<file path="config.mk">
export PLATFORM = sky130hd
export DESIGN_NAME = flog2_seq_ctrl
export DESIGN_NICKNAME = d
export VERILOG_FILES = /design/src/rtl/flog2_seq_ctrl.sv
export SDC_FILE = /design/constraint.sdc
export NUM_CORES = 1
export LEC_CHECK = 0
export BUFFER_PORTS_ARGS = -buffer_cell sky130_fd_sc_hd__buf_4
export CAP_MARGIN = 20
export CORE_ASPECT_RATIO = 1.1
export CORE_MARGIN = 2
export CORE_UTILIZATION = 55
export CTS_BUF_LIST = sky130_fd_sc_hd__clkbuf_8
export DETAILED_ROUTE_END_ITERATION = 6
export GPL_TIMING_DRIVEN = 0
export HOLD_SLACK_MARGIN = 0.1
export PLACE_DENSITY = 0.81
export SLEW_MARGIN = 0
export SYNTH_ARGS = -nofsm -noshare
export SYNTH_HDL_FRONTEND = slang
export SYNTH_SLANG_ARGS = --single-unit
</file>
<file path="constraint.sdc">
create_clock -name clk_i -period 4.3 [get_ports clk_i]
set_clock_uncertainty 0.2 [all_clocks]
set_input_delay 1.29 -clock clk_i [delete_from_list [all_inputs] [get_ports clk_i]]
set_output_delay 1.29 -clock clk_i [all_outputs]
set_load 0.005 [all_outputs]
</file>
<file path="src/rtl/flog2_seq_ctrl.sv">
`timescale 1ns/1ps
`default_nettype none
// ============================================================================
// Module   : flog2_seq_ctrl
// Brief    : Multi-cycle floor(log2) of a WIDTH-bit operand. Scans the
//            operand one byte per cycle, MSB byte first, through an 8-bit
//            flog2 encoder and stops at the first nonzero byte. Valid/ready
//            handshakes on both the operand side and the result side.
// Revision : 1.0 - initial release
// ============================================================================
module flog2_seq_ctrl #(
  parameter  int WIDTH  = 32,
  localparam int NBYTES = WIDTH / 8,
  localparam int YW     = $clog2(WIDTH)
) (
  input  logic             clk_i,
  input  logic             rst_ni,
  input  logic             valid_i,
  output logic             ready_o,
  input  logic [WIDTH-1:0] b_i,
  output logic             valid_o,
  input  logic             ready_i,
  output logic [YW-1:0]    y_o,
  output logic             zero_o,
  output logic             busy_o
);

  localparam int IW = (NBYTES > 1) ? $clog2(NBYTES) : 1;
  localparam logic [IW-1:0] C_IDX_TOP = IW'(NBYTES - 1);

  typedef enum logic [1:0] {
    IDLE = 2'd0,
    SCAN = 2'd1,
    DONE = 2'd2
  } state_e;

  state_e            state_q, state_d;
  logic [WIDTH-1:0]  op_q,    op_d;
  logic [IW-1:0]     idx_q,   idx_d;
  logic [YW-1:0]     y_q,     y_d;
  logic              zero_q,  zero_d;

  logic [WIDTH-1:0]  w_shift;
  logic [7:0]        w_byte;
  logic [2:0]        w_enc;
  logic [YW-1:0]     w_y;

  // 8-bit flog2 byte encoder: position of the highest set bit (0 for 0).
  function automatic logic [2:0] flog2_8(input logic [7:0] v);
    logic [2:0] r;
    r = 3'd0;
    for (int i = 0; i < 8; i++) begin
      if (v[i]) r = 3'(i);
    end
    return r;
  endfunction

  // Select the byte under scan and build idx*8 + enc in YW bits (max WIDTH-1).
  always_comb begin
    w_shift = op_q >> {idx_q, 3'b000};
    w_byte  = w_shift[7:0];
    w_enc   = flog2_8(w_byte);
    w_y     = (YW'(idx_q) << 3) | YW'(w_enc);
  end

  // State and datapath registers; everything clears asynchronously on reset.
  always_ff @(posedge clk_i or negedge rst_ni) begin
    if (!rst_ni) begin
      state_q <= IDLE;
      op_q    <= '0;
      idx_q   <= C_IDX_TOP;
      y_q     <= '0;
      zero_q  <= 1'b0;
    end else begin
      state_q <= state_d;
      op_q    <= op_d;
      idx_q   <= idx_d;
      y_q     <= y_d;
      zero_q  <= zero_d;
    end
  end

  // Next-state logic: accept in IDLE, walk bytes downward in SCAN, hold in DONE.
  always_comb begin
    state_d = state_q;
    op_d    = op_q;
    idx_d   = idx_q;
    y_d     = y_q;
    zero_d  = zero_q;
    unique case (state_q)
      IDLE: begin
        if (valid_i) begin
          op_d    = b_i;
          idx_d   = C_IDX_TOP;
          state_d = SCAN;
        end
      end
      SCAN: begin
        if (w_byte != 8'd0) begin
          y_d     = w_y;
          zero_d  = 1'b0;
          state_d = DONE;
        end else if (idx_q == '0) begin
          y_d     = '0;
          zero_d  = 1'b1;
          state_d = DONE;
        end else begin
          idx_d   = idx_q - 1'b1;
        end
      end
      DONE: begin
        if (ready_i) state_d = IDLE;
      end
      default: state_d = IDLE;
    endcase
  end

  // Outputs come from registers/state only; ready_o is also gated by reset.
  always_comb begin
    ready_o = rst_ni && (state_q == IDLE);
    valid_o = (state_q == DONE);
    busy_o  = (state_q != IDLE);
    y_o     = y_q;
    zero_o  = zero_q;
  end

endmodule
`default_nettype wire

</file>
== After elaboration in Yosys (flattened, before gate mapping) ==
Index checks and enable logic that the tools add are counted.

* Logic and storage cells: 46
* Bits of input ports: 36
* Bits in registers: 42
* Output and inout bits: 9

* Add/subtract/negate cells: 1
* Reductions and logical operators: 11
* Bitwise gates (word level): 1
* Shift operators: 1
* Mux-type cells: 20
* Eq/ne operators: 7

{| class="wikitable"
|+ Operator list
! kind !! number
|-
| $shr A32 B5 Y8 || 1
|-
| $mux W2 || 9
|-
| $mux W3 || 4
|-
| $mux W5 || 2
|-
| $reduce_bool A8 Y1 || 1
|-
| $ne A2 B2 Y1 const B || 3
|-
| $pmux W2 S3 || 1
|-
| $reduce_bool A2 Y1 || 3
|-
| $or A5 B3 Y5 || 1
|-
| $logic_not A2 Y1 || 2
|-
| $pmux W2 S2 || 1
|-
| $reduce_and A2 Y1 || 2
|-
| $reduce_and A4 Y1 || 1
|-
| $mux W1 || 3
|-
| $ne A3 B3 Y1 const B || 1
|-
| $reduce_and A3 Y1 || 1
|-
| $eq A2 B1 Y1 const B || 1
|-
| $eq A2 B2 Y1 const B || 1
|-
| $ne A2 B1 Y1 const B || 1
|-
| $sub A2 B1 Y2 const B || 1
|-
| $logic_and A1 B1 Y1 || 1
|}

== Logic depth before layout (Yosys ltp) ==
Gate-level depths: netlist of run 1.

* Word-level depth: 10
* Mapped depth: 6
* Mapped depth without buffers: 5

== Worst setup path after synthesis of run 1 ==
Ideal clock, no wire load.

* Kind: reg-to-reg
* Start point: register idx_q[0]
* End point: register y_q[1], in the netlist y_o[1]
* Path buffers: 1
* Stages on the path, launching flop included: 7
* Slack: 1.168 ns
* Setup time: 0.125 ns
* Data required time: 3.975 ns
* Period minus slack after synthesis: 3.132 ns
* Data arrival time: 2.807 ns
* Cells stage by stage: dfstp_2 > buf_6 > mux4_2 > or4_1 > or4b_4 > o21ai_2 > mux2_2

* Longest elaborated chain between the ends: 9
* Elaborated cells between the ends (all ways): 13
* Those cells by class: shift: 1; mux: 7; bitwise: 1; reduce/logical: 4

{| class="wikitable"
|+ RTL lines
! element !! RTL line !! source
|-
| start: declaration || 39 || <nowiki>logic [IW-1:0] idx_q, idx_d;</nowiki>
|-
| start signal: assignment || 77 || <nowiki>idx_q <= idx_d;</nowiki>
|-
| $shr A32 B5 Y8 || 60 || <nowiki>w_shift = op_q >> {idx_q, 3'b000};</nowiki>
|-
| $mux W2 (2 in a row) || 53 || <nowiki>if (v[i]) r = 3'(i);</nowiki>
|-
| $mux W3 (4 in a row) || 53 ||
|-
| $or A5 B3 Y5 || 63 || <nowiki>w_y = (YW'(idx_q) << 3) | YW'(w_enc);</nowiki>
|-
| $mux W5 || 99 || <nowiki>if (w_byte != 8'd0) begin</nowiki>
|-
| end signal: assignment || 78 || <nowiki>y_q <= y_d;</nowiki>
|-
| end: declaration || 40 || <nowiki>logic [YW-1:0] y_q, y_d;</nowiki>
|}

Parallel ways exist; a longest one is shown, timed or not.
A chain may end at the register's enable or synchronous reset.

== Final worst setup path of run 1 ==
* Start point: input port rst_ni
* End point: output port ready_o

* Longest elaborated chain between the ends: 1

{| class="wikitable"
|+ RTL lines
! element !! RTL line !! source
|-
| start: declaration || 17 || <nowiki>input logic rst_ni,</nowiki>
|-
| $logic_and A1 B1 Y1 || 120 || <nowiki>ready_o = rst_ni && (state_q == IDLE);</nowiki>
|-
| end: declaration || 19 || <nowiki>output logic ready_o,</nowiki>
|}

No other way between the ends.

==> results.sh, run 1 <==
export IMPL_antenna_found_initial=0
export IMPL_slew_violations=0
export IMPL_required_ps=2810
export IMPL_worstHoldEndpoint="op_q[27]"
export IMPL_grt_total_usage_pct=20.90
export IMPL_syn_inst=124
export IMPL_r2r_end="y_o[1]"
export IMPL_clock_sinks=42
export IMPL_drive_above_1_share_pct=53.41
export IMPL_start_kind="primary input"
export IMPL_clk_transition_reported_paths_ps=70
export IMPL_crit_path_end_kind="output port"
export IMPL_layout_nets=212
export IMPL_grt_ovfl_total=0
export IMPL_wire_per_inst_microns=16.48
export IMPL_vias=1188
export IMPL_antenna_cells=0
export IMPL_slew_headroom_pct=57.62
export IMPL_setup_viol=0
export IMPL_timing_rr_start="idx_q[1]"
export IMPL_fp_coreArea_sq_um=3303
export IMPL_rsz0062_at_grt="false"
export IMPL_worst_slew_pin_slew_ps=635.7
export IMPL_synthDistinctLibCells=25
export IMPL_cts_path_max_buffers=2
export IMPL_grt_pass1_wl_microns=5809
export IMPL_antenna_left=0
export IMPL_initial_core_util_pct=57.12
export IMPL_worstPathArrival_ps=2020
export IMPL_fmax_mhz=284.6
export IMPL_synth_seq_cells=42
export IMPL_setup_tns_ps=0
export IMPL_p_leak_nw=1.115
export IMPL_via_per_inst=5.604
export IMPL_async_flop_share_pct=100.0
export IMPL_rrSetupSlack_ps=840
export IMPL_die_h_microns=65.43
export IMPL_min_delay_start="op_q[27]"
export IMPL_hpwl_microns=2713
export IMPL_boundaryPins=45
export IMPL_power_density_nw_per_um2=620.1
export IMPL_layout_common_cells="buf_4 (44), dfrtp_1 (40), mux2_2 (34)"
export IMPL_finalCritPeriodShare_pct=81.72
export IMPL_grt_start_max_net_pins=44
export IMPL_area_delta_synth_final_pct=24.73
export IMPL_cts_setup_buffers=0
export IMPL_synthFlopType="dfrtp_1"
export IMPL_path_class="in2out"
export IMPL_yosysSeqAreaShare_pct=55.84
export IMPL_yosysWarnings=0
export IMPL_hp_class="reg2reg"
export IMPL_cts_tree="yes"
export IMPL_clock_latency_ps=290
export IMPL_dr_pass1_iters=4
export IMPL_numCtsBuffers=5
export IMPL_drt_initial_drc_count=26
export IMPL_hold_viol_final=0
export IMPL_fp_dieW_microns=59.85
export IMPL_cts_repair_resized=0
export IMPL_synth_edf_count=0
export IMPL_route_detailed_drc=0
export IMPL_status="finished clean"
export IMPL_maxCapViolCount=0
export IMPL_final_common_cell="buf_4"
export IMPL_worst_path_max_fanout=43
export IMPL_power_total_mw=1.460
export IMPL_fp_dieArea_sq_um=3916
export IMPL_cts_htree_levels=2
export IMPL_ctsHoldBuffers=0
export IMPL_rr_worst_depth=6
export IMPL_ir_worst_vdd_v=0.0002649
export IMPL_dp_slack_ps=741.0
export IMPL_hold_depth=1
export IMPL_clockRootBuffer="clkbuf_8"
export IMPL_post_route_min_period_ps=3514
export IMPL_fin_ws_ps=785.9
export IMPL_grt_pass1_vias=1251
export IMPL_rows=22
export IMPL_synth_area_sq_um=1887
export IMPL_syn_nets=161
export IMPL_avgSynthCellArea_sq_um=15.22
export IMPL_routabilityCongestion=0.7539
export IMPL_wl_microns=3493
export IMPL_portBuffers=44
## cells in the mapped netlist, drive strengths merged, types with 3 or more instances
cell | instances | share of area [%]
inv | 5 | 0.99
buf | 3 | 0.99
a22o | 3 | 1.4
mux4 | 8 | 11
mux2 | 34 | 20
dfrtp | 40 | 53
nor2 | 6 | 1.2
clkbuf | 3 | 0.60
and2 | 3 | 0.99
## state kept, by name, indices dropped and copies added (netlist names)
name	flops
zero_o	1
idx_q	2
y_o	5
op_q	32
state_q	2
## worst max-delay path: stages
cell	delay [ps]
buf_4	420
and2_1	200
buf_4	100
## how the worst max path moves through the flow
stage	start	end	slack [ps]	depth (start not counted)
final	rst_ni	ready_o	790	3
after global routing	rst_ni	ready_o	650	3
after CTS	rst_ni	ready_o	740	3
after detailed placement	rst_ni	ready_o	740	3
after global placement	rst_ni	ready_o	780	3
after floorplan	idx_q[0]	y_o[1]	1170	6
## layer usage
metal	vias to the layer above	share of wire (%)	GRT usage, %
li1	551	-	-
met1	589	40	23.89
met2	40	53	36.01
met3	8	5.2	5.709
met4	0	1.9	8.889
met5	-	0	0
## final cells by class
| cell class | instances | area [sq um] |
|---|---|---|
| plain buffers | 6 | 30.03 |
| fillers | 237 | 949.7 |
| clock inverters | 2 | 8.758 |
| flip-flops and latches | 42 | 1054 |
| multi-input cells | 71 | 784.5 |
| well taps | 36 | 45.04 |
| clock buffers | 6 | 82.58 |
| inverters | 5 | 18.77 |
| repair buffers | 44 | 330.3 |
## through the flow
step | hold WS (ps) | cell area, sq um | util [%] | std cells
finish | 304.0 | 2354 | 71.25 | 212
global placement | 280.5 | 2262 | 68.48 | 204
CTS | 308.4 | 2354 | 71.25 | 212
floorplan | 272.0 | 1887 | - | 124
global route | 324.7 | 2354 | 71.25 | 212
detailed placement | 291.1 | 2262 | 68.48 | 204
## cell families (layout without fill, tap and decap cells)
kind of cell / count (synthesis) / after routing / share of synthesized area (%)
buffers and inverters: 11 / 63 / 2.586
adder cells (fa/ha/maj): 1 / 1 / 0.6630
flip-flops: 42 / 42 / 55.84
AO/OA/AOI/OAI: 9 / 9 / 3.449
multiplexers: 44 / 44 / 31.90
AND/OR/NAND/NOR: 17 / 17 / 5.570
## where the power goes
| part | switching [mW] | internal (mW) | leakage (nW) |
|---|---|---|---|
| logic | 0.196 | 0.334 | 0.575 |
| clock network | 0.127 | 0.127 | 0.0524 |
| registers | 0.0947 | 0.581 | 0.488 |
(Power assumes the default switching activity.)
==> inputs of run 2 (changes only) <==
--- a/config.mk
+++ b/config.mk
@@ -5,6 +5,7 @@
 export SDC_FILE = /design/constraint.sdc
 export NUM_CORES = 1
 export LEC_CHECK = 0
+export ABC_AREA = 1
 export BUFFER_PORTS_ARGS = -buffer_cell sky130_fd_sc_hd__buf_4
 export CAP_MARGIN = 20
 export CORE_ASPECT_RATIO = 1.1
@@ -14,7 +15,7 @@
 export DETAILED_ROUTE_END_ITERATION = 6
 export GPL_TIMING_DRIVEN = 0
 export HOLD_SLACK_MARGIN = 0.1
-export PLACE_DENSITY = 0.81
+export PLACE_DENSITY = 0.8
 export SLEW_MARGIN = 0
 export SYNTH_ARGS = -nofsm -noshare
 export SYNTH_HDL_FRONTEND = slang
==> constraint.sdc (replaced) <==
create_clock -name clk_i -period 3.7 [get_ports clk_i]
set_clock_uncertainty 0.2 [all_clocks]
set_input_delay 1.11 -clock clk_i [delete_from_list [all_inputs] [get_ports clk_i]]
set_output_delay 1.11 -clock clk_i [all_outputs]
set_load 0.005 [all_outputs]
==> run 2 against run 1 <==
  * Core utilization is 0.72 points lower
  * Global-route usage up 0.086 points
  * Cell count grew 44%
  * Sequential share of layout area shrank 3.6 points
  * First-iteration DRC count increased by 110%
  * Setup slack got worse by 260 ps
  * Die area up 9.2%
  * Critical path depth up 1
  * Final area up 8.7%
  * Combinational power is 100% higher
  * Power up 51%
  * Largest power group is now combinational cells
==> results.sh, run 2 <==
export IMPL_clockRootBuffer="clkbuf_8"
export IMPL_cp_slowest_stage_delay_ps=430
export IMPL_avgSynthCellArea_sq_um=10.16
export IMPL_largest_reg_flops=32
export IMPL_routabilityCongestion=0.8316
export IMPL_setup_tns_ps=0
export IMPL_clk_transition_reported_paths_ps=80
export IMPL_top_register="op_q"
export IMPL_worstPathArrival_ps=1860
export IMPL_fin_ws_ps=527.3
export IMPL_clock_power_share_pct=13.7
export IMPL_hpwl_microns=2977
export IMPL_antenna_found_initial=0
export IMPL_placed_area_sq_um=2466
export IMPL_timing_critical_path_max_delay_family="buffers and inverters"
export IMPL_numCtsBuffers=5
export IMPL_ctsHoldBuffers=0
export IMPL_antenna_cells=0
export IMPL_antenna_left=0
export IMPL_grt_pass1_vias=1441
export IMPL_grt_ovfl_total=0
export IMPL_synth_seq_cells=42
export IMPL_yosysTopAreaCellShare_pct=48.28
export IMPL_setup_viol=0
export IMPL_crit_chain="buf_4 -> inv_1 -> nor2_1 -> buf_4"
export IMPL_cp_num_buf_inv=3
export IMPL_slew_violations=0
export IMPL_final_util_pct=70.53
export IMPL_p_leak_nw=1.248
export IMPL_path_class="in2out"
export IMPL_syn_inst=204
export IMPL_power_density_nw_per_um2=860.5
export IMPL_fmax_mhz=315.2
export IMPL_initial_core_util_pct=57.18
export IMPL_grt_start_max_net_pins=44
export IMPL_hold_viol_final=0
export IMPL_cp_common_cell="buf_4"
export IMPL_required_ps=2390
export IMPL_power_switching_mw=0.8494
export IMPL_layout_common_cells="nand2_1 (65), buf_4 (45), dfrtp_1 (40)"
export IMPL_whs_ps=285.0
export IMPL_rows=23
export IMPL_cts_tree="yes"
export IMPL_slew_headroom_pct=65.20
export IMPL_wl_microns=4063
export IMPL_vias=1528
export IMPL_cts_setup_buffers=0
export IMPL_worst_slew_pin_slew_ps=522.0
export IMPL_layout_nets=292
export IMPL_clock_latency_ps=290
export IMPL_fp_dieW_microns=62.54
export IMPL_final_common_cell="nand2_1"
export IMPL_die_h_microns=68.40
export IMPL_post_route_min_period_ps=3173
export IMPL_maxCapViolCount=0
export IMPL_yosysWarnings=0
export IMPL_grt_pass1_wl_microns=6644
export IMPL_stdcell_count=306
export IMPL_syn_nets=241
export IMPL_dr_pass1_iters=4
export IMPL_p_comb_share_pct=48.7
export IMPL_drive_above_1_share_pct=42.97
export IMPL_area_delta_synth_final_pct=23.36
export IMPL_synthDistinctLibCells=25
export IMPL_route_detailed_drc=0
export IMPL_drt_initial_drc_count=54
export IMPL_grt_total_usage_pct=20.98
export IMPL_synthFlopType="dfrtp_1"
export IMPL_cts_repair_resized=0
export IMPL_critPathSlowestCell="buf_4"
export IMPL_crit_path_end_kind="output port"
export IMPL_placed_cells=298
export IMPL_fp_dieArea_sq_um=4277
export IMPL_power_total_mw=2.201
export IMPL_fp_coreArea_sq_um=3626
export IMPL_worst_path_max_fanout=43
export IMPL_seq_power_share_pct=37.6
export IMPL_synth_area_sq_um=2073
export IMPL_hp_class="reg2reg"
export IMPL_synth_most_common_cell="nand2_1"
export IMPL_wire_per_inst_microns=13.28
export IMPL_async_flop_share_pct=100.0
export IMPL_portBuffers=44
export IMPL_switching_share_pct=38.60
export IMPL_boundaryPins=45
export IMPL_start_kind="primary input"
export IMPL_status="finished clean"
export IMPL_final_cell_area_sq_um=2557
export IMPL_intPower_mw=1.351
export IMPL_yosys_top_cells_area="dfrtp_1 (48%), mux2_2 (16%), nand2_1 (12%)"
export IMPL_rsz0062_at_grt="false"
export IMPL_finalCritPeriodShare_pct=85.75
export IMPL_yosysSeqAreaShare_pct=50.81
export IMPL_synth_commonest_cells="nand2_1 (65), dfrtp_1 (40), mux2_2 (30)"
export IMPL_synth_edf_count=0
export IMPL_via_per_inst=4.993
export IMPL_clock_sinks=42
export IMPL_dp_slack_ps=478.1
export IMPL_ir_worst_vdd_v=0.0004461
export IMPL_synth_top_area_cell="dfrtp_1"
export IMPL_cts_htree_levels=2
export IMPL_cts_path_max_buffers=2
[run 2: cell types whose count changed after synthesis, moves of 3 or more]
cell,change
mux4_2,-3
nor2_4,+3
clkbuf_1,-3
inv_1,+3
buf_6,+4
mux4_1,-5
a22o_1,-3
mux2_2,-4
buf_2,+3
and2_1,-3
nand2_2,+6
nand3_1,+16
nand2_1,+65
[run 2: per-layer routing]
layer  GRT usage, %  vias to the layer above  share of wire [%]  wire length (microns)
met5              0                        -                  0                      0
met4          9.167                        0                1.6                     63
met3          5.263                        5                4.8                    194
met2          36.16                       40                 51                   2073
met1          25.45                      718                 43                   1731
li1               -                      765                  -                      -
[run 2: final timing paths]
kind                          start          to  slack, ps  cells after the start
hold reg to reg              zero_o      zero_o        280                      2
hold / removal               zero_o      zero_o        280                      2
setup / recovery             rst_ni     ready_o        530                      4
min in group asynchronous    rst_ni    op_q[21]        590                      1
setup reg to reg           idx_q[0]  state_q[1]       1720                     11
max in group asynchronous    rst_ni    idx_q[1]       2350                      1
[run 2: final cells by class]
type	count	area [sq um]
Fill cell	324	1069
Sequential cell	42	1054
Multi-Input combinational cell	143	900.9
Timing Repair Buffer	44	330.3
Clock buffer	6	82.58
Buffer	9	78.83
Tap cell	50	62.56
Inverter	10	40.04
Clock inverter	2	8.758
[run 2: power by group through the flow]
stage	logic, mW	clock network, mW	registers (mW)
floorplan	0.823	0	0.795
global placement	1.05	0	0.819
detailed placement	1.08	0	0.834
CTS	1.08	0.308	0.827
global route	1.19	0.331	0.851
finish	1.07	0.302	0.827
[run 2: tightest hold or removal path, cell delays in order (launching register included)]
cell     delay [ps]
dfrtp_1         350
nand2_1          60
o21ai_2          50
[run 2: logic make-up after synthesis]
family,Yosys count,synth area share [%]
simple gates,101,23.17
flops,42,50.81
mux,30,16.29
buf+inv,19,5.733
compound gates,11,3.380
fa+ha+maj,1,0.6034
